[src/rtl/led_pkg.sv]
// -----------------------------------------------------------------------------
// led_pkg
// Shared definitions for the LED fade driver:
//   - chan_state_t : per-channel ramp state encoding
//                    (IDLE=0, ATTACK=1, HOLD=2, DECAY=3)
//   - DEF_PWM_BITS / DEF_NUM_LEDS : default geometry for the iCEstick build
//   - clamp_add / clamp_sub : saturating level arithmetic
// The helpers work on a fixed CALC_W-bit operand. That covers levels up to
// 16 bits plus one carry bit, so a sum never wraps before it is clamped.
// -----------------------------------------------------------------------------
package led_pkg;

    typedef enum logic [1:0] {
        ST_IDLE   = 2'd0,
        ST_ATTACK = 2'd1,
        ST_HOLD   = 2'd2,
        ST_DECAY  = 2'd3
    } chan_state_t;

    localparam int DEF_PWM_BITS = 8;
    localparam int DEF_NUM_LEDS = 4;

    // Widest supported level (16 bits) plus a carry bit.
    localparam int CALC_W = 17;

    // min(a + b, max_v); the sum cannot overflow CALC_W for 16-bit operands.
    function automatic logic [CALC_W-1:0] clamp_add(
        input logic [CALC_W-1:0] a,
        input logic [CALC_W-1:0] b,
        input logic [CALC_W-1:0] max_v
    );
        logic [CALC_W-1:0] sum;
        sum = a + b;
        return (sum > max_v) ? max_v : sum;
    endfunction

    // max(a - b, 0) without ever wrapping below zero.
    function automatic logic [CALC_W-1:0] clamp_sub(
        input logic [CALC_W-1:0] a,
        input logic [CALC_W-1:0] b
    );
        return (a > b) ? (a - b) : '0;
    endfunction

endpackage

[src/rtl/led_pwm_channel.sv]
// -----------------------------------------------------------------------------
// led_pwm_channel
// One LED channel: brightness level register, attack/decay ramp FSM, duty
// latch and PWM comparator.
//
// Configuration macro: LED_FADE_GAMMA_EN
//   defined     : the duty latch takes (level*level) >> PWM_BITS, and MAX maps to MAX
//   not defined : the duty latch takes the level directly (linear fade)
//
// Ports
//   clk        in   1         system clock
//   rst        in   1         synchronous reset, active-high
//   step_tick  in   1         one-clk ramp step strobe from the shared prescaler
//   req        in   1         1 = ramp towards full, 0 = decay towards off
//   pwm_cnt    in   PWM_BITS  shared free-running PWM counter
//   led        out  1         registered PWM drive for this LED
//   level      out  PWM_BITS  current brightness level
// -----------------------------------------------------------------------------
module led_pwm_channel
    import led_pkg::*;
#(
    parameter int PWM_BITS    = DEF_PWM_BITS,
    parameter int ATTACK_STEP = 255,
    parameter int DECAY_STEP  = 4
) (
    input  logic                clk,
    input  logic                rst,
    input  logic                step_tick,
    input  logic                req,
    input  logic [PWM_BITS-1:0] pwm_cnt,
    output logic                led,
    output logic [PWM_BITS-1:0] level
);

    localparam logic [PWM_BITS-1:0] MAX   = '1;
    localparam logic [CALC_W-1:0]   MAX_W = CALC_W'(MAX);
    localparam logic [CALC_W-1:0]   ATT_W = CALC_W'(ATTACK_STEP);
    localparam logic [CALC_W-1:0]   DEC_W = CALC_W'(DECAY_STEP);

    chan_state_t         state;
    logic [CALC_W-1:0]   level_w;
    logic [CALC_W-1:0]   next_w;
    logic [PWM_BITS-1:0] next_level;
    logic [PWM_BITS-1:0] duty;
    logic [PWM_BITS-1:0] duty_src;
    logic                at_max;
    logic                at_zero;
    logic                wrap;

    // The candidate level is computed in the wider domain and then clamped.
    // After clamping it always fits back into PWM_BITS.
    always_comb begin
        level_w    = CALC_W'(level);
        next_w     = req ? clamp_add(level_w, ATT_W, MAX_W) : clamp_sub(level_w, DEC_W);
        next_level = next_w[PWM_BITS-1:0];
        at_max     = (next_level == MAX);
        at_zero    = (next_level == '0);
    end

    assign wrap = (pwm_cnt == MAX);

    // The level and the ramp state move only on step_tick. The state is chosen
    // from the request and the post-update level, so IDLE and HOLD always match
    // level 0 and level MAX.
    always_ff @(posedge clk) begin
        if (rst) begin
            level <= '0;
            state <= ST_IDLE;
        end else if (step_tick) begin
            level <= next_level;
            case (state)
                ST_IDLE: begin
                    if (req) state <= at_max ? ST_HOLD : ST_ATTACK;
                end
                ST_ATTACK: begin
                    if (!req)        state <= at_zero ? ST_IDLE : ST_DECAY;
                    else if (at_max) state <= ST_HOLD;
                end
                ST_HOLD: begin
                    if (!req) state <= at_zero ? ST_IDLE : ST_DECAY;
                end
                ST_DECAY: begin
                    if (req)          state <= at_max ? ST_HOLD : ST_ATTACK;
                    else if (at_zero) state <= ST_IDLE;
                end
                default: state <= ST_IDLE;
            endcase
        end
    end

`ifdef LED_FADE_GAMMA_EN
    logic [2*PWM_BITS-1:0] level_sq;

    // Squaring gives a perceptually even fade. Full scale is pinned to MAX so
    // that the LED still reaches true full-on.
    always_comb begin
        level_sq = {{PWM_BITS{1'b0}}, level} * {{PWM_BITS{1'b0}}, level};
        duty_src = (level == MAX) ? MAX : level_sq[2*PWM_BITS-1:PWM_BITS];
    end
`else
    assign duty_src = level;
`endif

    // Duty is latched only at the period boundary, so each PWM period is clean.
    // The latch reads the pre-update level. A step on the wrap cycle therefore
    // becomes visible one period later.
    always_ff @(posedge clk) begin
        if (rst) begin
            duty <= '0;
            led  <= 1'b0;
        end else begin
            if (wrap) duty <= duty_src;
            led <= (pwm_cnt < duty) || (duty == MAX);
        end
    end

endmodule

[src/rtl/led_fade_driver.sv]
// -----------------------------------------------------------------------------
// led_fade_driver
// PWM LED driver that gives every channel a soft attack/decay ramp, so a
// rotating one-hot request pattern shows up as a fading comet trail.
// This block owns the shared step prescaler, the free-running PWM counter,
// the frame strobe and the busy reduction. Each LED gets one led_pwm_channel.
//
// Configuration macro: LED_FADE_GAMMA_EN (gamma-corrected duty, see
// led_pwm_channel). When it is undefined the fade is linear.
//
// Ports
//   clk        in   1         system clock (12 MHz on the iCEstick)
//   rst        in   1         synchronous reset, active-high
//   en_i       in   1         ramp enable; low freezes the prescaler and all levels
//   led_req_i  in   NUM_LEDS  per-channel request (1 = ramp up, 0 = decay)
//   led_o      out  NUM_LEDS  registered PWM drive to the LED pins, active-high
//   frame_o    out  1         one-clk pulse on the cycle pwm_cnt has wrapped to 0
//   busy_o     out  1         registered: high while any channel level is non-zero
// -----------------------------------------------------------------------------
module led_fade_driver
    import led_pkg::*;
#(
    parameter int NUM_LEDS    = DEF_NUM_LEDS,
    parameter int PWM_BITS    = DEF_PWM_BITS,
    parameter int STEP_CYCLES = 46875,
    parameter int ATTACK_STEP = 255,
    parameter int DECAY_STEP  = 4
) (
    input  logic                clk,
    input  logic                rst,
    input  logic                en_i,
    input  logic [NUM_LEDS-1:0] led_req_i,
    output logic [NUM_LEDS-1:0] led_o,
    output logic                frame_o,
    output logic                busy_o
);

    localparam int                  PRE_W    = (STEP_CYCLES > 1) ? $clog2(STEP_CYCLES) : 1;
    localparam logic [PRE_W-1:0]    PRE_LAST = PRE_W'(STEP_CYCLES - 1);
    localparam logic [PWM_BITS-1:0] MAX      = '1;

    logic [PRE_W-1:0]    prescaler;
    logic                step_tick;
    logic [PWM_BITS-1:0] pwm_cnt;
    logic [PWM_BITS-1:0] level [NUM_LEDS];
    logic [NUM_LEDS-1:0] level_nz;

    // The prescaler holds its count while en_i is low, so a pause does not
    // restart the current step interval.
    assign step_tick = en_i && (prescaler == PRE_LAST);

    always_ff @(posedge clk) begin
        if (rst) begin
            prescaler <= '0;
        end else if (en_i) begin
            prescaler <= step_tick ? '0 : prescaler + 1'b1;
        end
    end

    // The PWM runs regardless of en_i. A frozen level keeps glowing at its
    // frozen duty.
    always_ff @(posedge clk) begin
        if (rst) begin
            pwm_cnt <= '0;
            frame_o <= 1'b0;
            busy_o  <= 1'b0;
        end else begin
            pwm_cnt <= pwm_cnt + 1'b1;
            // Marks the cycle where pwm_cnt holds 0 after a wrap. The cycle
            // after reset is not a wrap, so it does not pulse.
            frame_o <= (pwm_cnt == MAX);
            busy_o  <= |level_nz;
        end
    end

    for (genvar i = 0; i < NUM_LEDS; i++) begin : gen_ch
        led_pwm_channel #(
            .PWM_BITS    (PWM_BITS),
            .ATTACK_STEP (ATTACK_STEP),
            .DECAY_STEP  (DECAY_STEP)
        ) u_ch (
            .clk       (clk),
            .rst       (rst),
            .step_tick (step_tick),
            .req       (led_req_i[i]),
            .pwm_cnt   (pwm_cnt),
            .led       (led_o[i]),
            .level     (level[i])
        );

        assign level_nz[i] = (level[i] != '0);
    end

endmodule

[config.mk]
export PLATFORM = sky130hd
export DESIGN_NAME = led_fade_driver
export DESIGN_NICKNAME = d
export VERILOG_FILES = /design/src/rtl/led_pkg.sv /design/src/rtl/led_pwm_channel.sv /design/src/rtl/led_fade_driver.sv
export SDC_FILE = /design/constraint.sdc
export NUM_CORES = 1
export LEC_CHECK = 0
export ABC_AREA = 1
export CORE_MARGIN = 1
export CORE_UTILIZATION = 63
export DETAILED_ROUTE_END_ITERATION = 16
export GPL_TIMING_DRIVEN = 0
export PLACE_DENSITY = 0.89
export SYNTH_ARGS = -nofsm -noshare
export SYNTH_HDL_FRONTEND = slang
export SYNTH_SLANG_ARGS = --single-unit
[constraint.sdc]
create_clock -name clk -period 1.9 [get_ports clk]
set_input_delay 0.38 -clock clk [delete_from_list [all_inputs] [get_ports clk]]
set_output_delay 0.38 -clock clk [all_outputs]
set_load 0.01 [all_outputs]
==> qor.yml <==
yosys:
  async_reset_ff_frac: 0
  synth_nets: 902
  yosysUniqueCellTypes: 36
  ys.flop_type: "dfxtp_1"
  ys_seq_elements: 94
  netlist_instances: 848
  netlist_area_mm2: 0.005683
  ys_warn_count: 0
  synth_area_per_cell_um2: 6.702
  yosysSeqAreaShare: 0.3311
  synth-edff-count: 0
detailed_routing:
  drt_iter0_markers: 356
  firstDrtPassIters: 5
  drc: 0
  vias_per_cell: 5.655
  post_drt_wl_per_cell_um: 14.63
  drt_wl_total_um: 14470
  antenna_left: 0
  vias: 5593
global_route:
  overflow: 0
  track_usage: 0.3159
  antenna_found_initial: 0
  grt_max_degree: 16
  grt_pass1_vias: 5371
  grt_pass1_wl_um: 24160
worst_setup_path:
  critPathSlowestCell: "dfxtp_4"
  timing.rr.start: "pwm_cnt[0]"
  crit_family: "simple AND/OR/NAND/NOR gates"
  critPathMaxStageDelay_ns: 0.37
  crit_path_start: "pwm_cnt[0]"
  worstPathArrival_ns: 2.06
  start_kind: "flop"
  critical_path.max_fanout: 10
  setup.worst_path.class: "flop to flop"
  required_ns: 2.17
  endpoint_kind: "flop"
  cp_cell_sequence: "ha_1, nand2_1, nor2_2, nand2_1, nor2_2, nand2_2, nor2_4, inv_4, buf_4, nor2_1, nor2_1"
  crit_buf_inv: 2
placement:
  gp_congestion: 0.9126
  place_area_mm2: 0.005938
  pre_cts_slack_ns: -0.4420
  hpwlAfterDp_um: 10270
  port-buffer-count: 12
pwr:
  internal_power_mw: 2.977
  sw_frac_of_total: 0.2263
  seqPwrFrac: 0.519
  p_total_mw: 3.848
  power.density_mw_per_mm2: 612.2
  clock_power_share: 0.427
  ir_drop_v: 0.0004347
  netSwitchingPower_mw: 0.8709
  leakage_nw: 3.022
  comb_power_share: 0.054
sta:
  timing.fmax_ghz: 0.5576
  final.min_clock_period_ns: 1.793
  setup_viol: 0
  postLayoutSetupSlackWorst_ns: 0.1065
  worst_slew_pin_slew_ns: 0.7184
  slew_headroom: 0.5210
  fin_worst_skew_ns: 0.008831
  finalCritPeriodShare: 0.9439
  slew_viol_final: 0
  timing.final.hold_violations: 0
clock_tree:
  cts_max_path_buffers: 2
  cts.sinks: 94
  clkTransAtPathRegs_ns: 0.09
  root_buffer: "clkbuf_8"
  numCtsBuffers: 9
  htree_levels: 3
  cts_tree: "done"
  clk_latency_ns: 0.38
cells_and_area:
  drive_gt1_frac: 0.07719
  n_antenna_cell: 0
  utilization: 0.7207
  nets: 931
  fillers: 698
  area_growth_pct: 10.59
  seq_area_mm2: 0.001897
  multiInputGateArea_mm2: 0.003207
  final_area_mm2: 0.006285
run_status:
  status: "finished, final reports clean"
die:
  design.die.area_mm2: 0.009404
  die_w_um: 96.98
  core_mm2: 0.008721
  floorplan.initialDensity: 0.6516
  die_h_um: 96.98
  num_io_pins: 13
  num_rows: 34
min_path:
  worstHoldStart: "en_i"
  min_path_type: "primary input to flop"
job:
  cap_violations: 0
-- sequential cells by signal, summed over array words and instances (netlist names) --
signal	cells
gen_ch.u_ch.led	4
busy_o	1
pwm_cnt	8
gen_ch.u_ch.level	32
prescaler	16
frame_o	1
gen_ch.u_ch.duty	32
-- layout make-up --
type	count	share of cell area
clock buffer	10	0.02190
sequential	94	0.3018
multi-input combinational	607	0.5103
inverter	123	0.07426
tap	108	0.02150
clock inverter	5	0.01712
timing repair buffer	18	0.02668
buffer	24	0.02648
-- synthesized netlist by cell type, types with 6 or more instances --
master	number	share of area
a21oi_1	47	0.041
clkbuf_1	8	0.0053
buf_2	7	0.0062
o21ai_1	6	0.0053
xor2_1	14	0.022
nand2_1	176	0.12
dfxtp_1	94	0.33
nor3_1	9	0.0079
xnor2_1	7	0.011
o21ai_0	55	0.048
nand3_1	48	0.042
inv_1	119	0.079
nand4_1	14	0.015
ha_1	47	0.10
nor2_1	143	0.094
-- layer usage --
metal  GRT usage  vias to the layer above  share of wire  routed length [um]
li1            -                     2772              -                   -
met1      0.3704                     2514           0.41                5913
met2      0.5466                      252           0.48                6952
met3     0.06142                       55          0.073                1055
met4      0.1607                        0          0.038                 546
met5           0                        -              0                   0
-- metrics by stage --
| step | cells | TNS (ns) | hold slack, ns |
|---|---|---|---|
| floorplan | 848 | 0 | 0.4486 |
| global placement | 968 | -16.39 | 0.4791 |
| detailed placement | 968 | -21.02 | 0.4842 |
| CTS | 986 | -0.005158 | 0.4792 |
| global route | 989 | -0.2144 | 0.4022 |
| finish | 989 | 0 | 0.3850 |
-- logic make-up (layout without fill, tap and decap cells) --
group	count (synthesis)	count (layout)	synth area share
DFF	94	94	0.3311
xor gates and xnor gates	21	21	0.03237
buffers and inverters	147	180	0.1079
AOI/OAI and AO/OA	127	127	0.1207
and+or+nand+nor	412	412	0.3045
adders and majority gates	47	47	0.1035
-- cells in the final DEF (no fill, tap or decap), types with 4 or more instances in the layout --
cell,Yosys,final
nand2_1,176,174
nor2_1,143,139
dfxtp_2,0,6
nand4_1,14,14
xnor2_1,7,7
ha_1,47,47
buf_4,4,15
buf_6,5,5
dfxtp_1,94,86
clkbuf_8,0,10
clkbuf_1,8,6
nand3b_1,4,4
o21a_1,5,5
o21ai_1,6,6
nor2_2,2,6
inv_1,119,117
a31oi_1,4,4
nor4_1,5,5
o31a_1,4,4
clkdlybuf4s50_1,0,11
o21ai_0,55,55
a21oi_1,47,46
nand3_1,48,48
xor2_1,14,14
nor3_1,9,9
-- final timing paths --
check	endpoint	slack [ns]	depth (start not counted)
worst max-delay path	gen_ch[1].u_ch.duty[4]	0.11	11
worst min-delay path	prescaler[2]	0.38	2
worst max register to register	gen_ch[1].u_ch.duty[4]	0.11	11
worst min register to register	gen_ch[1].u_ch.level[0]	0.50	2
-- timing repair --
action	in CTS	in global routing
resized for setup	10	22
buffers inserted	3	3
setup endpoints to repair	41	62
pin swaps	3	4
hold buffers	0	0
hold endpoints to repair	0	0
-- power groups by stage --
| stage | logic (mW) | registers [mW] | clock network, mW |
|---|---|---|---|
| 2_1_floorplan | 0.114 | 2.04 | 0 |
| 3_3_place_gp | 0.179 | 2.05 | 0 |
| 3_5_place_dp | 0.188 | 2.05 | 0 |
| 4_1_cts | 0.198 | 2.00 | 1.65 |
| 5_1_grt | 0.228 | 2.00 | 1.73 |
| 6_report | 0.207 | 2.00 | 1.64 |
No activity file was read; power rests on OpenSTA's default activity.
